## config.mk

```make
export PLATFORM = sky130hd
export DESIGN_NAME = uart_tx_buffered_flat
export DESIGN_NICKNAME = d
export VERILOG_FILES = /design/src/rtl/uart_tx_buffered_if.sv /design/src/rtl/uart_tx_buffered.sv /design/src/flat_wrapper.sv
export SDC_FILE = /design/constraint.sdc
export NUM_CORES = 1
export LEC_CHECK = 0
export ABC_AREA = 1
export CAP_MARGIN = 20
export CELL_PAD_IN_SITES_DETAIL_PLACEMENT = 1
export CELL_PAD_IN_SITES_GLOBAL_PLACEMENT = 2
export CORE_MARGIN = 4
export CORE_UTILIZATION = 34
export CTS_BUF_LIST = sky130_fd_sc_hd__clkbuf_4
export DETAILED_ROUTE_END_ITERATION = 6
export PLACE_DENSITY_LB_ADDON = 0.1
export SYNTH_ARGS = -nofsm -noshare
export SYNTH_HDL_FRONTEND = slang
export SYNTH_SLANG_ARGS = --single-unit
```

## constraint.sdc

```tcl
create_clock -name clk -period 1.55 [get_ports clk]
set_input_delay 0.155 -clock clk [delete_from_list [all_inputs] [get_ports clk]]
set_output_delay 0.155 -clock clk [all_outputs]
set_load 0.05 [all_outputs]
```

## src/rtl/uart_tx_buffered_if.sv

```systemverilog
// Bus-side handshake for uart_tx_buffered: the byte to send, its write
// strobe and the buffer-ready flag returned by the transmitter.
interface uart_tx_buffered_if;
  logic [7:0] TxD_data;
  logic       wr_tx;
  logic       TBR;

  modport master (output TxD_data, output wr_tx, input TBR);
  modport slave  (input TxD_data, input wr_tx, output TBR);
endinterface

```

## src/rtl/uart_tx_buffered.sv

```systemverilog
// uart_tx_buffered: 8N1 UART transmitter with a one-entry holding register.
// Bit timing comes from the shared Baud tick (OVERSAMPLE ticks per bit).
// A byte waiting in the holding register is loaded at the end of the stop
// bit so consecutive frames leave no idle gap on the line.
// Optional feature: define UART_TX_PARITY_EN to append an even parity bit
// between the data bits and the stop bit (8E1 framing).
module uart_tx_buffered #(
  parameter int OVERSAMPLE = 16
) (
  input  logic                  clk,
  input  logic                  rst,
  input  logic                  Baud,
  uart_tx_buffered_if.slave     bus,
  output logic                  TxD,
  output logic                  tx_busy
);

  localparam int BW = (OVERSAMPLE > 1) ? $clog2(OVERSAMPLE) : 1;
  localparam logic [BW-1:0] BAUD_LAST = BW'(OVERSAMPLE - 1);
  localparam logic [BW-1:0] BAUD_ONE  = BW'(1);
  localparam logic [BW-1:0] BAUD_ZERO = {BW{1'b0}};

`ifdef UART_TX_PARITY_EN
  typedef enum logic [2:0] {
    S_IDLE   = 3'd0,
    S_START  = 3'd1,
    S_DATA   = 3'd2,
    S_PARITY = 3'd3,
    S_STOP   = 3'd4
  } state_t;
`else
  typedef enum logic [1:0] {
    S_IDLE  = 2'd0,
    S_START = 2'd1,
    S_DATA  = 2'd2,
    S_STOP  = 2'd3
  } state_t;
`endif

  state_t          state_q;
  logic            txd_q;
  logic [7:0]      hold_buf_q;
  logic            hold_full_q;
  logic [7:0]      shift_q;
  logic [2:0]      bit_cnt_q;
  logic [BW-1:0]   baud_cnt_q;
`ifdef UART_TX_PARITY_EN
  logic            parity_q;
`endif

  // Last Baud tick of the current bit period; the transition consumes it.
  logic bit_end_s;
  assign bit_end_s = Baud && (baud_cnt_q == BAUD_LAST);

  assign bus.TBR = ~hold_full_q;
  assign TxD     = txd_q;
  assign tx_busy = (state_q != S_IDLE);

  // Holding register, bit timing and frame sequencing with registered TxD.
  always_ff @(posedge clk or posedge rst) begin
    if (rst) begin
      state_q     <= S_IDLE;
      txd_q       <= 1'b1;
      hold_buf_q  <= 8'h00;
      hold_full_q <= 1'b0;
      shift_q     <= 8'h00;
      bit_cnt_q   <= 3'd0;
      baud_cnt_q  <= BAUD_ZERO;
`ifdef UART_TX_PARITY_EN
      parity_q    <= 1'b0;
`endif
    end else begin
      // Writes land only in an empty holding register; a load below needs
      // it full, so the two never act in the same cycle.
      if (bus.wr_tx && !hold_full_q) begin
        hold_buf_q  <= bus.TxD_data;
        hold_full_q <= 1'b1;
      end

      if ((state_q != S_IDLE) && Baud) begin
        baud_cnt_q <= bit_end_s ? BAUD_ZERO : (baud_cnt_q + BAUD_ONE);
      end

      case (state_q)
        S_IDLE: begin
          txd_q      <= 1'b1;
          baud_cnt_q <= BAUD_ZERO;
          if (hold_full_q) begin
            shift_q     <= hold_buf_q;
`ifdef UART_TX_PARITY_EN
            parity_q    <= ^hold_buf_q;
`endif
            hold_full_q <= 1'b0;
            bit_cnt_q   <= 3'd0;
            state_q     <= S_START;
            txd_q       <= 1'b0;
          end
        end

        S_START: begin
          if (bit_end_s) begin
            state_q <= S_DATA;
            txd_q   <= shift_q[0];
          end
        end

        S_DATA: begin
          if (bit_end_s) begin
            shift_q   <= {1'b0, shift_q[7:1]};
            bit_cnt_q <= bit_cnt_q + 3'd1;
            if (bit_cnt_q == 3'd7) begin
`ifdef UART_TX_PARITY_EN
              state_q <= S_PARITY;
              txd_q   <= parity_q;
`else
              state_q <= S_STOP;
              txd_q   <= 1'b1;
`endif
            end else begin
              txd_q <= shift_q[1];
            end
          end
        end

`ifdef UART_TX_PARITY_EN
        S_PARITY: begin
          if (bit_end_s) begin
            state_q <= S_STOP;
            txd_q   <= 1'b1;
          end
        end
`endif

        S_STOP: begin
          if (bit_end_s) begin
            if (hold_full_q) begin
              // Next byte already waiting: start bit follows immediately.
              shift_q     <= hold_buf_q;
`ifdef UART_TX_PARITY_EN
              parity_q    <= ^hold_buf_q;
`endif
              hold_full_q <= 1'b0;
              bit_cnt_q   <= 3'd0;
              state_q     <= S_START;
              txd_q       <= 1'b0;
            end else begin
              state_q <= S_IDLE;
              txd_q   <= 1'b1;
            end
          end
        end

        default: begin
          state_q <= S_IDLE;
          txd_q   <= 1'b1;
        end
      endcase
    end
  end

endmodule

```

## src/flat_wrapper.sv

```systemverilog
// flat-port wrapper written by rule: the top's interface ports become plain ports
module uart_tx_buffered_flat 
#(
  parameter int OVERSAMPLE = 16
)
  (clk, rst, Baud, TxD, tx_busy, bus_TxD_data, bus_wr_tx, bus_TBR);
  uart_tx_buffered_if bus_i ();
  input  logic clk;
  input  logic rst;
  input  logic Baud;
  output logic TxD;
  output logic tx_busy;
  input wire logic [$bits(bus_i.TxD_data)-1:0] bus_TxD_data;
  input wire logic [$bits(bus_i.wr_tx)-1:0] bus_wr_tx;
  output wire logic [$bits(bus_i.TBR)-1:0] bus_TBR;
  assign bus_i.TxD_data = bus_TxD_data;
  assign bus_i.wr_tx = bus_wr_tx;
  assign bus_TBR = bus_i.TBR;
  uart_tx_buffered #(.OVERSAMPLE(OVERSAMPLE)) u_core (.clk(clk), .rst(rst), .Baud(Baud), .bus(bus_i), .TxD(TxD), .tx_busy(tx_busy));
endmodule
```

After elaboration in Yosys (flattened, before gate mapping) --
Index checks and enable logic that the tools add are counted.
Word-level totals: register bits after elaboration 27, output and inout port bits 3, logic and storage cells 59
Cells by class: equality and inequality tests 10, add/sub/neg operators 2, multiplexer cells 28, reductions and logical operators 11, bitwise logic cells 1
Operator list (number):
- 8-bit two-way mux | 3
- 8-bit one-hot mux with 3 select lines | 1
- 4-bit two-way mux | 3
- 2-bit two-way mux | 5
- 2-bit by 1-bit inequality test with 1-bit output, second input constant | 5
- 1-bit two-way mux | 9
- 3-bit two-way mux | 3
- 3-bit one-hot mux with 3 select lines | 1
- 2-bit one-hot mux with 4 select lines | 1
- 3-bit AND reduction | 2
- 5-bit AND reduction | 1
- 4-bit by 1-bit adder with 4-bit output, second input constant | 1
- 2-bit equality test, second input constant | 2
- 4-bit equality test, second input constant | 1
- 1-bit one-hot mux with 4 select lines | 1
- 2-bit nonzero test | 2
- 3-bit by 1-bit adder with 3-bit output, second input constant | 1
- 3-bit equality test, second input constant | 1
- 1-bit logical AND | 3
- 3-bit nonzero test | 1
- 2-bit by 1-bit equality test with 1-bit output, second input constant | 1
- 2-bit zero test | 1
- 1-bit one-hot mux with 2 select lines | 1
- 1-bit zero test | 1
- 1-bit inverter | 1

Depth between registers and ports, before layout --
word-level depth 6, gate-level depth with buffers 9, gate-level depth less buffers 8

Worst setup path before layout --
OpenSTA, ideal clock, no wires.
path kind reg-to-reg, start point reg u_core.state_q[0], end point reg u_core.state_q[0], required time 1.433 ns, path buffers 0, arrival time 1.307 ns, stages on the path, launching flop included 7, setup slack 0.126 ns, clock period less this slack 1.424 ns, path through dfrtp_1 -> inv_1 -> ha_1 -> inv_1 -> nand3_1 -> nand3_1 -> nand2_1
Between the ends: word-level cells in the longest chain between the ends 3
Ends and longest elaborated chain:
- from (decl) | line uart_tx_buffered.sv:40 | state_t state_q;
- from (signal assigned) | line uart_tx_buffered.sv:62 | state_q <= S_IDLE;
- from (signal assigned) | line uart_tx_buffered.sv:95 | state_q <= S_START;
- from (signal assigned) | line uart_tx_buffered.sv:102 | state_q <= S_DATA;
- 2-bit equality test, or another cell as far along | line uart_tx_buffered.sv:84 | case (state_q)
- 2-bit by 1-bit inequality test with 1-bit output (no source line)
- 5-bit AND reduction (no source line)
Parallel ways exist; a longest one is shown, timed or not. A chain may end at the register's enable or synchronous reset.

Worst setup path in the final report --
start point reg u_core.state_q[0], end point reg u_core.bit_cnt_q[1]
Between the ends: word-level cells in the longest chain between the ends 3
Ends and longest elaborated chain:
- 2-bit equality test / 2-bit zero test (equally long branches) | line uart_tx_buffered.sv:84
- 2-bit by 1-bit inequality test with 1-bit output (no source line) / 3-bit nonzero test (equally long branches)
- 3-bit AND reduction (no source line)
- to (signal assigned) | line uart_tx_buffered.sv:110 | bit_cnt_q <= bit_cnt_q + 3'd1;
- to (decl) | line uart_tx_buffered.sv:45 | logic [2:0] bit_cnt_q;
Parallel ways exist; a longest one is shown, timed or not.

==> results.json <==
{
  "status": "completed",
  "synth_area_leaders": "dfrtp_1, nand2_1, nand3_1",
  "numPortBuffers": 14,
  "htreeDepth": 1,
  "relSlewSlack": 0.7587,
  "netlist_top_cells_count": "nand2_1, dfrtp_1, nand3_1",
  "slew_violations": 0,
  "crit_path_end_kind": "register",
  "core_area_sq_um": 4000,
  "p_leak_nw": 0.9230,
  "setup-tns-final_ns": 0,
  "syn_inst": 181,
  "finalCritPeriodShare": 0.9613,
  "hpwl_um": 2733,
  "wire_per_inst_um": 13.75,
  "grt-ovfl-total": 0,
  "required_ns": 1.83,
  "ioPinCount": 15,
  "synthesis.area_sq_um": 1401,
  "die_area_sq_um": 5213,
  "place_area_sq_um": 1665,
  "vias": 1239,
  "finalClockSkew_ns": 0.007142,
  "routed_wl_um": 3520,
  "seq_area_frac_synth": 0.4830,
  "power_density_nw_per_um2": 2126,
  "drc_errors": 0,
  "setup_slack_ns": 0.05999,
  "synth_ff_type": "dfrtp_1",
  "critPathKind": "register to register",
  "gp_congestion": 0.8822,
  "ys_seq_elements": 27,
  "hold_violations": 0,
  "fp.dieH_um": 72.20,
  "min_path_type": "input port to asynchronous set/reset pin",
  "num_rows": 23,
  "clock-sinks": 27,
  "clock_latency_ns": 0.33,
  "peakVddDrop_mv": 0.7748,
  "clk_pin_slew_worst_paths_ns": 0.16,
  "worstPathMaxFanout": 11,
  "avgViaCountPerCell": 4.840,
  "synth.most_common_cell": "nand2_1",
  "ys_warn_count": 0,
  "syn_area_per_cell_sq_um": 7.742,
  "drive_gt1_frac": 0.1408,
  "antenna_cells": 0,
  "drv_cap": 0,
  "synthArstFlopShare": 1.000,
  "die_x_um": 72.20,
  "clockRootBuffer": "clkbuf_4",
  "nets": 226,
  "drt_iter0_drc": 41,
  "cts_tree": "yes",
  "synth_top_area_frac": 0.4643,
  "rsz0062_at_grt": "false",
  "synth_fp_nets": 200,
  "tightest_slew_ns": 0.3611,
  "design_area_sq_um": 1747,
  "period_minus_slack_ns": 1.490,
  "ys_types": 17,
  "place_ws_ns": -0.02619,
  "grt_use_total": 0.1468,
  "start_kind": "register",
  "drt-pass1-iter-count": 4,
  "cts_inserted_buffers": 3,
  "final_util": 0.4367,
  "cts_buffer_depth": 2,
  "setup_viol": 0,
  "initial_core_util": 0.3503,
  "hold_buffers": 0,
  "ant_nets": 0,
  "area_delta_synth_final_pct": 24.64,
  "cp.arrival_ns": 1.77,
  "grt_max_degree": 17,
  "p_total_w": 0.003714,
  "synth_top_area_cell": "dfrtp_1",
  "grt_pass1_wl_um": 6016,
  "antenna_found_initial": 0,
  "fmax_ghz": 0.6711,
  "grt_pass1_vias": 1293,
  "synth_edf_count": 0
}
layout make-up:
| class | instances | area [sq um] |
|---|---|---|
| clock buffers | 3 | 22.52 |
| clock inverters | 1 | 7.507 |
| fillers | 505 | 2253 |
| inverters | 17 | 63.81 |
| multi-input cells | 132 | 649.4 |
| flip-flops and latches | 27 | 676.9 |
| well taps | 50 | 62.56 |
| repair buffers | 26 | 264.0 |
registers in the layout, indices dropped and copies added, names as in the netlist:
register / flops
u_core.hold_buf_q: 8
u_core.shift_q: 8
u_core.baud_cnt_q: 4
u_core.bit_cnt_q: 3
u_core.state_q: 2
u_core.TxD: 1
u_core.hold_full_q: 1
routing by layer:
metal / up-vias / GRT usage / share of wire
met5: - / 0 / 0
met4: 0 / 0.05010 / 0.011
met3: 4 / 0.02216 / 0.026
met2: 23 / 0.2265 / 0.47
met1: 590 / 0.2096 / 0.49
li1: 622 / - / -
timing repair:
action	in CTS	in global routing
gates resized for setup	3	6
buffers inserted	2	1
setup endpoints to repair	12	11
pin swaps	0	1
worst paths after layout:
kind                                   start              endpoint  slack, ns  cells past startpoint
max reg2reg                u_core.state_q[0]   u_core.bit_cnt_q[1]       0.06                      7
min in group clk             bus_TxD_data[4]  u_core.hold_buf_q[4]       0.37                      3
max                        u_core.state_q[0]   u_core.bit_cnt_q[1]       0.06                      7
max in group asynchronous                rst            u_core.TxD       1.00                      3
min                                      rst  u_core.hold_buf_q[6]       0.04                      2
min reg2reg                u_core.shift_q[3]     u_core.shift_q[3]       0.50                      2
cell usage in the layout, fill, tap and decap left out:
master	count
a21oi_1	8
a21oi_2	1
a22o_1	1
buf_12	3
buf_4	11
buf_6	1
clkbuf_4	3
clkdlybuf4s50_1	11
clkinvlp_4	1
dfrtp_1	26
dfstp_2	1
ha_1	6
ha_4	1
inv_1	13
inv_2	4
nand2_1	71
nand2_2	2
nand2_4	1
nand3_1	20
nand3b_1	3
nand4_1	1
nor2_1	10
o21ai_0	7
cell families (layout without fill, tap and decap cells):
kind of cell	Yosys count	in the layout	share of synthesized area
AND/OR/NAND/NOR	108	108	0.3170
adder cells (fa/ha/maj)	7	7	0.06250
buffers and inverters	22	47	0.07142
flip-flops	27	27	0.4830
AO/OA/AOI/OAI	17	17	0.06607
power breakdown:
group	total [W]	internal [W]	switching, W
logic	0.00215	0.000856	0.00130
registers	0.00124	0.00103	0.000209
clock network	0.000325	0.0000986	0.000227
total	0.00371	0.00198	0.00173
worst max-delay path, stage by stage (launching register included):
cell      delay (ns)
dfrtp_1         0.44
inv_2           0.11
ha_1            0.20
inv_2           0.07
a21oi_2         0.21
buf_4           0.22
nand3b_1        0.11
nand2_1         0.08
stage by stage:
step	hold slack, ns	cells
floorplan	0.2070	181
global placement	0.4225	249
detailed placement	0.4222	249
CTS	0.04040	255
global route	0.04454	256
finish	0.03748	256
(Power assumes the default switching activity.)
